[src/rtl/writeback_arbiter.sv]
// Register-file write-port arbiter: merges ALU results with buffered long-latency results.
// Optional pending-register scoreboard is compiled in with WRITEBACK_SCOREBOARD_EN.
module writeback_arbiter #(
  parameter int unsigned FIFO_DEPTH   = 4,
  parameter int unsigned STARVE_LIMIT = 8
) (
  input  logic        clk,
  input  logic        rst,
  input  logic        alu_valid,
  input  logic [4:0]  alu_waddr,
  input  logic [31:0] alu_wdata,
  output logic        alu_hold,
  input  logic        md_valid,
  output logic        md_ready,
  input  logic [4:0]  md_waddr,
  input  logic [31:0] md_wdata,
  input  logic        issue_valid,
  input  logic [4:0]  issue_waddr,
  input  logic [4:0]  query_a,
  input  logic [4:0]  query_b,
  output logic        busy_a,
  output logic        busy_b,
  output logic        wenable_a,
  output logic [4:0]  waddr_a,
  output logic [31:0] wdata_a
);

  localparam int unsigned PtrW    = (FIFO_DEPTH > 1) ? $clog2(FIFO_DEPTH) : 1;
  localparam int unsigned CntW    = $clog2(FIFO_DEPTH + 1);
  localparam int unsigned StarveW = $clog2(STARVE_LIMIT + 1);

  typedef enum logic [1:0] {SelNone, SelHold, SelFifo, SelAlu} sel_e;

  logic [4:0]         fifo_addr_q [FIFO_DEPTH];
  logic [31:0]        fifo_data_q [FIFO_DEPTH];
  logic [PtrW-1:0]    wr_ptr_q, rd_ptr_q;
  logic [CntW-1:0]    count_q, count_d;
  logic [StarveW-1:0] starve_q, starve_d;
  logic               hold_valid_q;
  logic [4:0]         hold_addr_q;
  logic [31:0]        hold_data_q;
  logic               wen_q;
  logic [4:0]         waddr_q;
  logic [31:0]        wdata_q;

  sel_e        sel;
  logic        fifo_nonempty, forced, capture, push, pop;
  logic [4:0]  head_addr, sel_addr;
  logic [31:0] head_data, sel_data;

  assign fifo_nonempty = (count_q != '0);
  assign forced        = fifo_nonempty && (starve_q == StarveW'(STARVE_LIMIT));
  assign head_addr     = fifo_addr_q[rd_ptr_q];
  assign head_data     = fifo_data_q[rd_ptr_q];
  // Depends only on registered count, so a same-cycle pop never opens a slot.
  assign md_ready      = (count_q != CntW'(FIFO_DEPTH));
  assign push          = md_valid && md_ready;
  assign pop           = (sel == SelFifo);

  always_comb begin
    sel     = SelNone;
    capture = 1'b0;
    if (hold_valid_q) begin
      sel = SelHold;
    end else if (forced) begin
      sel     = SelFifo;
      capture = alu_valid;
    end else if (alu_valid) begin
      sel = SelAlu;
    end else if (fifo_nonempty) begin
      sel = SelFifo;
    end
  end

  always_comb begin
    sel_addr = '0;
    sel_data = '0;
    unique case (sel)
      SelHold: begin sel_addr = hold_addr_q; sel_data = hold_data_q; end
      SelFifo: begin sel_addr = head_addr;   sel_data = head_data;   end
      SelAlu:  begin sel_addr = alu_waddr;   sel_data = alu_wdata;   end
      SelNone: begin sel_addr = '0;          sel_data = '0;          end
    endcase
  end

  always_comb begin
    count_d = count_q + CntW'(push) - CntW'(pop);
    if (!fifo_nonempty || pop) begin
      starve_d = '0;
    end else if (starve_q != StarveW'(STARVE_LIMIT)) begin
      starve_d = starve_q + StarveW'(1);
    end else begin
      starve_d = starve_q;
    end
  end

  always_ff @(posedge clk) begin
    if (push) begin
      fifo_addr_q[wr_ptr_q] <= md_waddr;
      fifo_data_q[wr_ptr_q] <= md_wdata;
    end
  end

  always_ff @(posedge clk) begin
    if (rst) begin
      wr_ptr_q     <= '0;
      rd_ptr_q     <= '0;
      count_q      <= '0;
      starve_q     <= '0;
      hold_valid_q <= 1'b0;
      hold_addr_q  <= '0;
      hold_data_q  <= '0;
      wen_q        <= 1'b0;
      waddr_q      <= '0;
      wdata_q      <= '0;
    end else begin
      if (push) wr_ptr_q <= wr_ptr_q + PtrW'(1);
      if (pop)  rd_ptr_q <= rd_ptr_q + PtrW'(1);
      count_q      <= count_d;
      starve_q     <= starve_d;
      hold_valid_q <= capture;
      if (capture) begin
        hold_addr_q <= alu_waddr;
        hold_data_q <= alu_wdata;
      end
      // Writes to r0 are consumed silently.
      wen_q <= (sel != SelNone) && (sel_addr != '0);
      if ((sel != SelNone) && (sel_addr != '0)) begin
        waddr_q <= sel_addr;
        wdata_q <= sel_data;
      end
    end
  end

  assign alu_hold  = hold_valid_q;
  assign wenable_a = wen_q;
  assign waddr_a   = waddr_q;
  assign wdata_a   = wdata_q;

  always_ff @(posedge clk) begin
    if (!rst && hold_valid_q) begin
      assert (!alu_valid) else $error("alu_valid asserted while alu_hold is high");
    end
  end

`ifdef WRITEBACK_SCOREBOARD_EN
  logic [31:0] pending_q, pending_d;

  always_comb begin
    pending_d = pending_q;
    if (pop && (head_addr != '0)) pending_d[head_addr] = 1'b0;
    // Applied after the clear so a same-cycle set wins.
    if (issue_valid && (issue_waddr != '0)) pending_d[issue_waddr] = 1'b1;
  end

  always_ff @(posedge clk) begin
    if (rst) begin
      pending_q <= '0;
    end else begin
      pending_q <= pending_d;
    end
  end

  assign busy_a = pending_q[query_a];
  assign busy_b = pending_q[query_b];

  always_ff @(posedge clk) begin
    if (!rst) begin
      if (alu_valid && (alu_waddr != '0)) begin
        assert (!pending_q[alu_waddr]) else $error("ALU write to busy register r%0d", alu_waddr);
      end
      if (issue_valid && (issue_waddr != '0)) begin
        assert (!pending_q[issue_waddr])
          else $error("long-latency issue to busy register r%0d", issue_waddr);
      end
    end
  end
`else
  logic unused_issue;
  assign unused_issue = ^{issue_valid, issue_waddr, query_a, query_b};
  assign busy_a       = 1'b0;
  assign busy_b       = 1'b0;
`endif

endmodule

[config.mk]
export PLATFORM = sky130hd
export DESIGN_NAME = writeback_arbiter
export DESIGN_NICKNAME = d
export VERILOG_FILES = /design/src/rtl/writeback_arbiter.sv
export SDC_FILE = /design/constraint.sdc
export NUM_CORES = 1
export LEC_CHECK = 0
export BUFFER_PORTS_ARGS = -buffer_cell sky130_fd_sc_hd__buf_2
export CORE_AREA = 2 2 124 150
export DETAILED_ROUTE_END_ITERATION = 10
export DIE_AREA = 0 0 126 152
export PLACE_DENSITY = 0.73
export SKIP_LAST_GASP = 1
export SYNTH_ARGS = -nofsm -noshare
export SYNTH_HDL_FRONTEND = slang
export SYNTH_SLANG_ARGS = --single-unit
export TNS_END_PERCENT = 10
[constraint.sdc]
create_clock -name clk -period 3.2 [get_ports clk]
set_clock_uncertainty 0.2 [all_clocks]
set_input_delay 0.32 -clock clk [delete_from_list [all_inputs] [get_ports clk]]
set_output_delay 0.32 -clock clk [all_outputs]
set_load 0.01 [all_outputs]
# Yosys cells after proc, flatten, opt, wreduce, memory -nomap -nowiden
# Memory sizes are Yosys's and may differ from the RTL's. A register that Yosys moved wholly into a read port is not among the register bits.
# Cells that the tools add are included.
[op_classes]
n_eq_ne = 6
addsub = 5
muxes = 14
reduce_logical = 10
[ops]
columns = ["op", "count"]
rows = [
  ["32-bit case mux with 4 select lines", 1],
  ["5-bit case mux with 4 select lines", 1],
  ["2-bit 2-to-1 mux", 8],
  ["5-bit nonzero test", 1],
  ["2-bit by 1-bit adder with 2-bit output, second input constant", 2],
  ["4-bit by 1-bit adder with 4-bit output, second input constant", 1],
  ["2-bit == test, second input constant", 2],
  ["4-bit == test, second input constant", 1],
  ["1-bit 2-to-1 mux", 4],
  ["4-bit != test, second input constant", 1],
  ["3-bit by 1-bit adder with 3-bit output", 1],
  ["1-bit logical AND", 3],
  ["3-bit != test, second input constant", 1],
  ["3-bit nonzero test", 1],
  ["3-bit by 1-bit subtractor with 3-bit output", 1],
  ["2-bit by 1-bit == test with 1-bit output, second input constant", 1],
  ["2-bit logical NOT", 1],
  ["2-bit nonzero test", 1],
  ["2-bit OR reduction", 1],
  ["1-bit logical NOT", 1],
  ["1-bit logical OR", 1],
]
[word_totals]
reg_bits = 87
inputBits = 94
mem_count = 2
elab_cells = 47
ramBits = 148
output_inout_bits = 42
[memory_table]
columns = ["name", "words", "width", "rd", "rd_clocked_by_memory_dff", "write_ports", "line_no", "rtl"]
rows = [
  ["fifo_data_q", 4, 32, 1, 1, 1, "35", "logic [31:0] fifo_data_q [FIFO_DEPTH];"],
  ["fifo_addr_q", 4, 5, 1, 1, 1, "34", "logic [4:0] fifo_addr_q [FIFO_DEPTH];"],
]

# Depth between registers and ports, before layout
# Gate-level depths: netlist of the first run.
[depth]
word_depth = 9
depth_mapped = 14
ltp_nobuf = 13

# Worst setup path after synthesis of the first run
# No wires, ideal clock.
[synth_path]
path_kind = "reg-to-reg"
startpoint = "reg starve_q[0]"
endpoint = "reg count_q[2]"
slack_ns = 0.462
arrival_time_ns = 2.410
t_required_ns = 2.872
stages_incl_launch_ff = 15
synth_period_minus_slack_ns = 2.738
n_path_buf = 1
setup_time_ns = 0.128
path_cell_list = "dfxtp_1 > inv_1 > ha_1 > nand3b_4 > a21oi_1 > buf_2 > and2_0 > ha_1 > inv_1 > ha_1 > inv_1 > fa_1 > xor2_1 > xnor2_1 > nor2_1"
[synth_between]
elab_chain_len = 6
[synth_rtl]
columns = ["item", "line_no", "rtl"]
rows = [
  ["from (decl)", "38", "logic [StarveW-1:0] starve_q, starve_d;"],
  ["from (signal assigned)", "120", "starve_q <= starve_d;"],
  ["4-bit == test", "52", "assign forced = fifo_nonempty && (starve_q == StarveW'(STARVE_LIMIT));"],
  ["1-bit logical AND", "52", ""],
  ["2-bit 2-to-1 mux", "65", "end else if (forced) begin"],
  ["2-bit 2-to-1 mux", "63", "if (hold_valid_q) begin"],
  ["2-bit == test", "58", "assign pop = (sel == SelFifo);"],
  ["3-bit by 1-bit subtractor with 3-bit output", "87", "count_d = count_q + CntW'(push) - CntW'(pop);"],
  ["to (signal assigned)", "119", "count_q <= count_d;"],
  ["to (decl)", "37", "logic [CntW-1:0] count_q, count_d;"],
]
# Every way passes these cells.
# A chain may end at the register's enable or synchronous reset.

# Worst setup path after layout of the first run
[layout_path]
startpoint = "reg starve_q[0]"
endpoint = "reg wdata_q[7], in the netlist wdata_a[7]"
[layout_between]
elab_chain_len = 8
elab_cells_between_ends = 13
cone_classes = "4 x eq/ne; 4 x mux; 5 x reduce/logical"
[layout_rtl]
columns = ["item", "line_no", "rtl"]
rows = [
  ["4-bit == test (*)", "52", ""],
  ["1-bit logical AND (*)", "52", ""],
  ["2-bit 2-to-1 mux (*)", "65", ""],
  ["2-bit 2-to-1 mux (*)", "63", ""],
  ["2-bit == test, or another cell as far along", "78", "unique case (sel)"],
  ["5-bit case mux with 4 select lines", "78", ""],
  ["5-bit nonzero test", "128", "if ((sel != SelNone) && (sel_addr != '0)) begin"],
  ["1-bit logical AND", "128", ""],
  ["to (signal assigned)", "130", "wdata_q <= sel_data;"],
  ["to (decl)", "44", "logic [31:0] wdata_q;"],
]
# Mark *: on every way between the ends. The rest lies on a longest branch, timed or not.

==> flow_summary.ini, run 1 <==
[final_layout]
seqCellArea_um2 = 6227
nFillCells = 1257
stdcell_area_um2 = 11970
final_util_pct = 67.12
multiInputGateArea_um2 = 3146
fin_nets = 976
final_layout_size_suffix_gt1_share_pct = 28.12
layout-area-overhead-vs-synth_pct = 24.47

[logic_synthesis]
synth-async-reset-ratio_pct = 0
synthCells = 685
synth.cell_area_um2 = 9618
avgSynthCellArea_um2 = 14.04
seq_area_frac_synth_pct = 64.73
dominantRegCellSynth = edfxtp_1
ys_seq_elements = 237
synth-edff-count = 148
synthDistinctLibCells = 44
ys_warn_count = 0

[routing]
drc = 0
routed_wl_um = 20450
vias = 6243
viasPerCell = 5.599
first_pass_iters = 6
drt_iter0_drc = 613
ant_nets = 0
wl_per_cell_um = 18.34

[worst_setup_path]
path_max_fanout = 16
path_class = reg -> reg
startpoint = starve_q[0]
r2r_end = wdata_a[7]
end_kind = flop
worstSetupStartpointType = flop
crit_required_ps = 3390
rrSetupSlack_ps = 230
arrival_ps = 3160
crit_path_end = wdata_a[7]
reg2reg_depth = 9
r2r-start = starve_q[0]

[placed_design]
place_congestion = 0.7679
hpwlAfterDp_um = 13070
port_buffers = 117
dpl-instance-area_um2 = 10440

[power]
cellPowerDensity_nw_per_um2 = 697.8
power_leakage_nw = 4.523
finalPower_mw = 8.354
ir_drop_mv = 0.4007

[clock_network]
cts_tree = built
max-clock-path-buffers = 3
cts_setup_buffers = 0
worstSkewPairLatency_ps = 500
clk_pin_slew_ps = 60
cts_sinks = 237
htree_levels = 1
clockRootBuffer = clkbuf_16
numCtsBuffers = 23

[flow_run]
max_cap_viol_count = 0

[timing]
tightest_slew_ps = 1154
fmax_mhz = 337.0
setup_viol = 0
maxSlewHeadroom_pct = 23.08
maxSlewViolCount = 0
final-hold-violation-count = 0
tns_ps = 0
rsz0062_at_grt = no
period_minus_slack_ps = 2968
post-route-period-util_pct = 92.74

[die]
num_rows = 54
dieArea_um2 = 19150
core-area_um2 = 17840
initial_core_util_pct = 53.92
io_pins = 136
die_y_um = 152
die_x_um = 126

[grt]
antenna_found_initial = 2
met3_usage_pct = 4.401
grt_pass1_vias = 6349
grt-ovfl-total = 0
grt_pass1_wl_um = 33150
top_usage_layer = met2
grt_max_degree = 119
grt_use_met1_pct = 29.71
grt_usage_pct = 21.48
met2_usage_pct = 34.36

[worst_hold_path]
min_path_type = in -> reg
hp-start = md_valid
holdPathStages = 4

[status]
outcome = complete, no violations
==> power by group <==
| part | leakage [nW] | switching (mW) | internal (mW) |
|---|---|---|---|
| clock | 0.387 | 1.09 | 1.66 |
| sequential | 2.08 | 0.146 | 3.61 |
| combinational | 2.05 | 0.932 | 0.916 |
| total | 4.52 | 2.17 | 6.19 |
==> worst max-delay path, cell delays in order, from the launching register on <==
cell and delay (ps):
dfxtp_1 330, inv_1 100, ha_1 220, nand3b_4 120
o21a_1 280, a22o_1 270, mux2i_2 380, nand3_4 340
buf_4 300, mux2_4 310
==> area by class of cell <==
| class | instances | share of cell area, % |
|---|---|---|
| Sequential cell | 237 | 52.02 |
| Clock inverter | 12 | 1.212 |
| Tap cell | 224 | 2.341 |
| Clock buffer | 29 | 5.341 |
| Timing Repair Buffer | 212 | 12.52 |
| Multi-Input combinational cell | 391 | 26.28 |
| Inverter | 8 | 0.2508 |
| Antenna cell | 2 | 0.04181 |
==> per-stage QoR <==
step,hold WS [ps],instances,setup WS [ps]
final,148.4,1115,232.4
after global routing,166.1,1115,68.80
after CTS,126.9,1113,243.0
after detailed placement,247.4,998,273.6
after global placement,241.3,998,375.6
after floorplan,218.9,686,462.1
==> cells in the mapped netlist (2+ instances only) <==
| cell type | n | area (um^2) |
|---|---|---|
| nor2_1 | 45 | 168.9 |
| nand2b_1 | 2 | 12.51 |
| a21oi_1 | 43 | 215.2 |
| and2_1 | 2 | 12.51 |
| mux4_2 | 37 | 833.3 |
| inv_1 | 8 | 30.03 |
| nor2b_1 | 33 | 206.5 |
| nand2_1 | 82 | 307.8 |
| buf_6 | 4 | 45.04 |
| ha_1 | 8 | 100.1 |
| a221oi_1 | 32 | 280.3 |
| mux2_4 | 29 | 435.4 |
| mux2_2 | 3 | 33.78 |
| nand4_1 | 2 | 12.51 |
| buf_4 | 2 | 15.01 |
| xor2_1 | 3 | 26.28 |
| dfxtp_1 | 89 | 1782 |
| and3_1 | 5 | 31.28 |
| edfxtp_1 | 148 | 4444 |
| buf_1 | 4 | 15.01 |
| buf_2 | 5 | 25.02 |
| nor3_1 | 35 | 175.2 |
| nand3_1 | 3 | 15.01 |
| clkbuf_1 | 35 | 131.4 |
| xnor2_1 | 5 | 43.79 |
| a22o_1 | 2 | 17.52 |
| a31oi_1 | 2 | 12.51 |
==> layout by cell type (no fill, tap or decap), types with 4 or more instances in the layout <==
master,instances
edfxtp_1,148
buf_2,116
dfxtp_1,88
nand2_1,82
dlygate4sd3_1,74
nor2_1,45
a21oi_1,42
mux4_2,37
nor3_1,35
nor2b_1,33
a221oi_1,32
mux2_4,29
clkbuf_16,24
buf_4,21
inv_1,9
ha_1,8
and3_1,5
xnor2_1,5
clkinv_2,4
==> registers in the layout (all words and copies together), names as in the netlist, named ones only <==
signal       cells
wenable_a        1
waddr_a          5
starve_q         4
hold_data_q     32
wr_ptr_q         2
count_q          3
alu_hold         1
wdata_a         32
fifo_data_q    128
fifo_addr_q     20
hold_addr_q      5
rd_ptr_q         2
==> how the worst min path moves through the flow <==
| stage | slack [ps] | end |
|---|---|---|
| after CTS | 130 | wr_ptr_q[0] |
| after floorplan | 220 | fifo_addr_q[0][0] |
| after global routing | 170 | wr_ptr_q[1] |
| after global placement | 240 | hold_addr_q[0] |
| after detailed placement | 250 | hold_data_q[13] |
| final | 150 | wr_ptr_q[0] |
==> repair_timing <==
| item | CTS | global route |
|---|---|---|
| gates resized for setup | 0 | 0 |
| hold buffers | 74 | 0 |
| hold endpoints to repair | 185 | 0 |
| endpoints found under the setup margin | 0 | 0 |
==> layer usage <==
metal / up-vias / share of wire [%]
met2: 254 / 48
li1: 2927 / -
met5: - / 0
met1: 3013 / 42
met3: 49 / 7.5
met4: 0 / 2.9
==> cell families after synthesis <==
logic type | share of synthesized area, %
AO/OA/AOI/OAI | 6.335
XOR/XNOR | 0.7285
adder cells (fa/ha/maj) | 1.249
buffers and inverters | 2.719
flip-flops | 64.73
multiplexers | 13.79
other | 0.03899
AND/OR/NAND/NOR | 10.41
Note: power is estimated with default switching activity, not from simulation.
==> run 2, diff against run 1 <==
--- a/config.mk
+++ b/config.mk
@@ -5,11 +5,11 @@
 export SDC_FILE = /design/constraint.sdc
 export NUM_CORES = 1
 export LEC_CHECK = 0
-export BUFFER_PORTS_ARGS = -buffer_cell sky130_fd_sc_hd__buf_2
 export CORE_AREA = 2 2 124 150
 export DETAILED_ROUTE_END_ITERATION = 10
 export DIE_AREA = 0 0 126 152
-export PLACE_DENSITY = 0.73
+export DONT_BUFFER_PORTS = 1
+export PLACE_DENSITY = 0.67
 export SKIP_LAST_GASP = 1
 export SYNTH_ARGS = -nofsm -noshare
 export SYNTH_HDL_FRONTEND = slang
==> flow_summary.ini, run 2 (same netlist as run 1, synthesis figures left out) <==
[status]
outcome = complete, no violations

[final_layout]
nFillCells = 1310
fin_nets = 858
final_util_pct = 63.30
layout_commonest_cell = edfxtp_1
final_layout_size_suffix_gt1_share_pct = 16.73
multiInputGateArea_um2 = 3151
largest_register_ffs = 128
layout-area-overhead-vs-synth_pct = 17.39
seqCellArea_um2 = 6227
final_cell_mix = 148 x edfxtp_1, 88 x dfxtp_1, 82 x nand2_1
largest_register = fifo_data_q

[routing]
first_pass_iters = 5
wl_per_cell_um = 20.36
routed_wl_um = 20280
drc = 0
ant_nets = 0
vias = 5842
viasPerCell = 5.865
drt_iter0_drc = 485

[clock_network]
cts-resized-gates = 0
worstSkewPairLatency_ps = 500
cts_hold_buf = 76
cts_tree = built
cts_sinks = 237
numCtsBuffers = 23
clockRootBuffer = clkbuf_16
htree_levels = 1
max-clock-path-buffers = 3
clk_pin_slew_ps = 70
cts_setup_buffers = 0

[power]
ir_drop_mv = 0.4838
power_leakage_nw = 3.957
cellPowerDensity_nw_per_um2 = 695.7

[worst_setup_path]
arrival_ps = 3020
worstSetupStartpointType = flop
path_max_fanout = 4
path_class = reg -> reg
crit_required_ps = 3360
end_kind = flop

[grt]
grt_usage_pct = 21.19
grt_pass1_wl_um = 32140
grt-ovfl-total = 0
grt_pass1_vias = 5974
grt_max_degree = 119
antenna_found_initial = 1

[die]
dieArea_um2 = 19150
initial_core_util_pct = 53.92
die_y_um = 152
io_pins = 136
num_rows = 54
die_x_um = 126
core-area_um2 = 17840

[timing]
setup_viol = 0
period_minus_slack_ps = 2855
post-route-period-util_pct = 89.21
tightest_slew_ps = 557.6
holdWs_ps = 19.49
fmax_mhz = 350.3
worst_slack_ps = 345.3
maxSlewHeadroom_pct = 62.54
rsz0062_at_grt = no
final-hold-violation-count = 0
maxSlewViolCount = 0
tns_ps = 0

[placed_design]
place_congestion = 0.7556
port_buffers = 0
hpwlAfterDp_um = 12930
pre_cts_ws_ps = 377.0

[flow_run]
max_cap_viol_count = 0

[worst_hold_path]
min_path_type = in -> reg
## run 2: cell types whose count changed in the layout (fill, tap and decap cells not counted), moves of 2 or more
cell	before	now
clkinv_1	2	4
and3_1	5	1
bufinv_16	3	0
buf_4	21	16
and3_2	0	4
clkbuf_1	3	8
buf_2	116	0
## run 2: final cells by class
type                       instances  area share, %
sequential                       237          55.15
clock buffer                      32          5.485
inverter                           8         0.2660
multi-input combinational        391          27.90
antenna                            1        0.02216
clock inverter                     9         0.3768
timing repair buffer              94          8.311
tap                              224          2.482
## run 2: critical path: stages, from the launching register on
cell      delay, ps
dfxtp_1         330
inv_1           110
ha_1            210
nand3b_4        120
a21oi_4         160
and2_0          300
ha_1            290
inv_1            50
ha_1            140
inv_1            50
fa_1            380
xor2_1          180
xnor2_1         150
nor2_1           60
## run 2: through the flow
stage / area, um^2 / total power [mW] / cells
floorplan: 9622 / 5.030 / 686
global placement: 9848 / 5.350 / 878
detailed placement: 9848 / 5.413 / 878
CTS: 11290 / 7.929 / 995
global route: 11290 / 8.205 / 996
finish: 11290 / 7.855 / 996
## run 2: path summary, 6_finish.rpt
check / startpoint / endpoint / slack (ps) / depth (start not counted)
max: starve_q[0] / count_q[2] / 350 / 13
min: alu_wdata[15] / wdata_a[15] / 20 / 3
max reg2reg: starve_q[0] / count_q[2] / 350 / 13
min reg2reg: hold_data_q[15] / hold_data_q[15] / 250 / 2
## run 2: power by group
group,leakage (nW),switching (mW),total [mW],internal [mW]
combinational,1.56,0.827,1.64,0.808
clock,0.318,1.05,2.40,1.35
sequential,2.08,0.209,3.82,3.61
total,3.96,2.09,7.86,5.77
## run 2: per-layer routing
layer	up-vias	global-route usage [%]	routed length (um)
li1	2677	-	-
met1	2901	29.31	8415
met2	219	33.90	9881
met3	45	4.789	1474
met4	0	6.436	511
met5	-	0	0
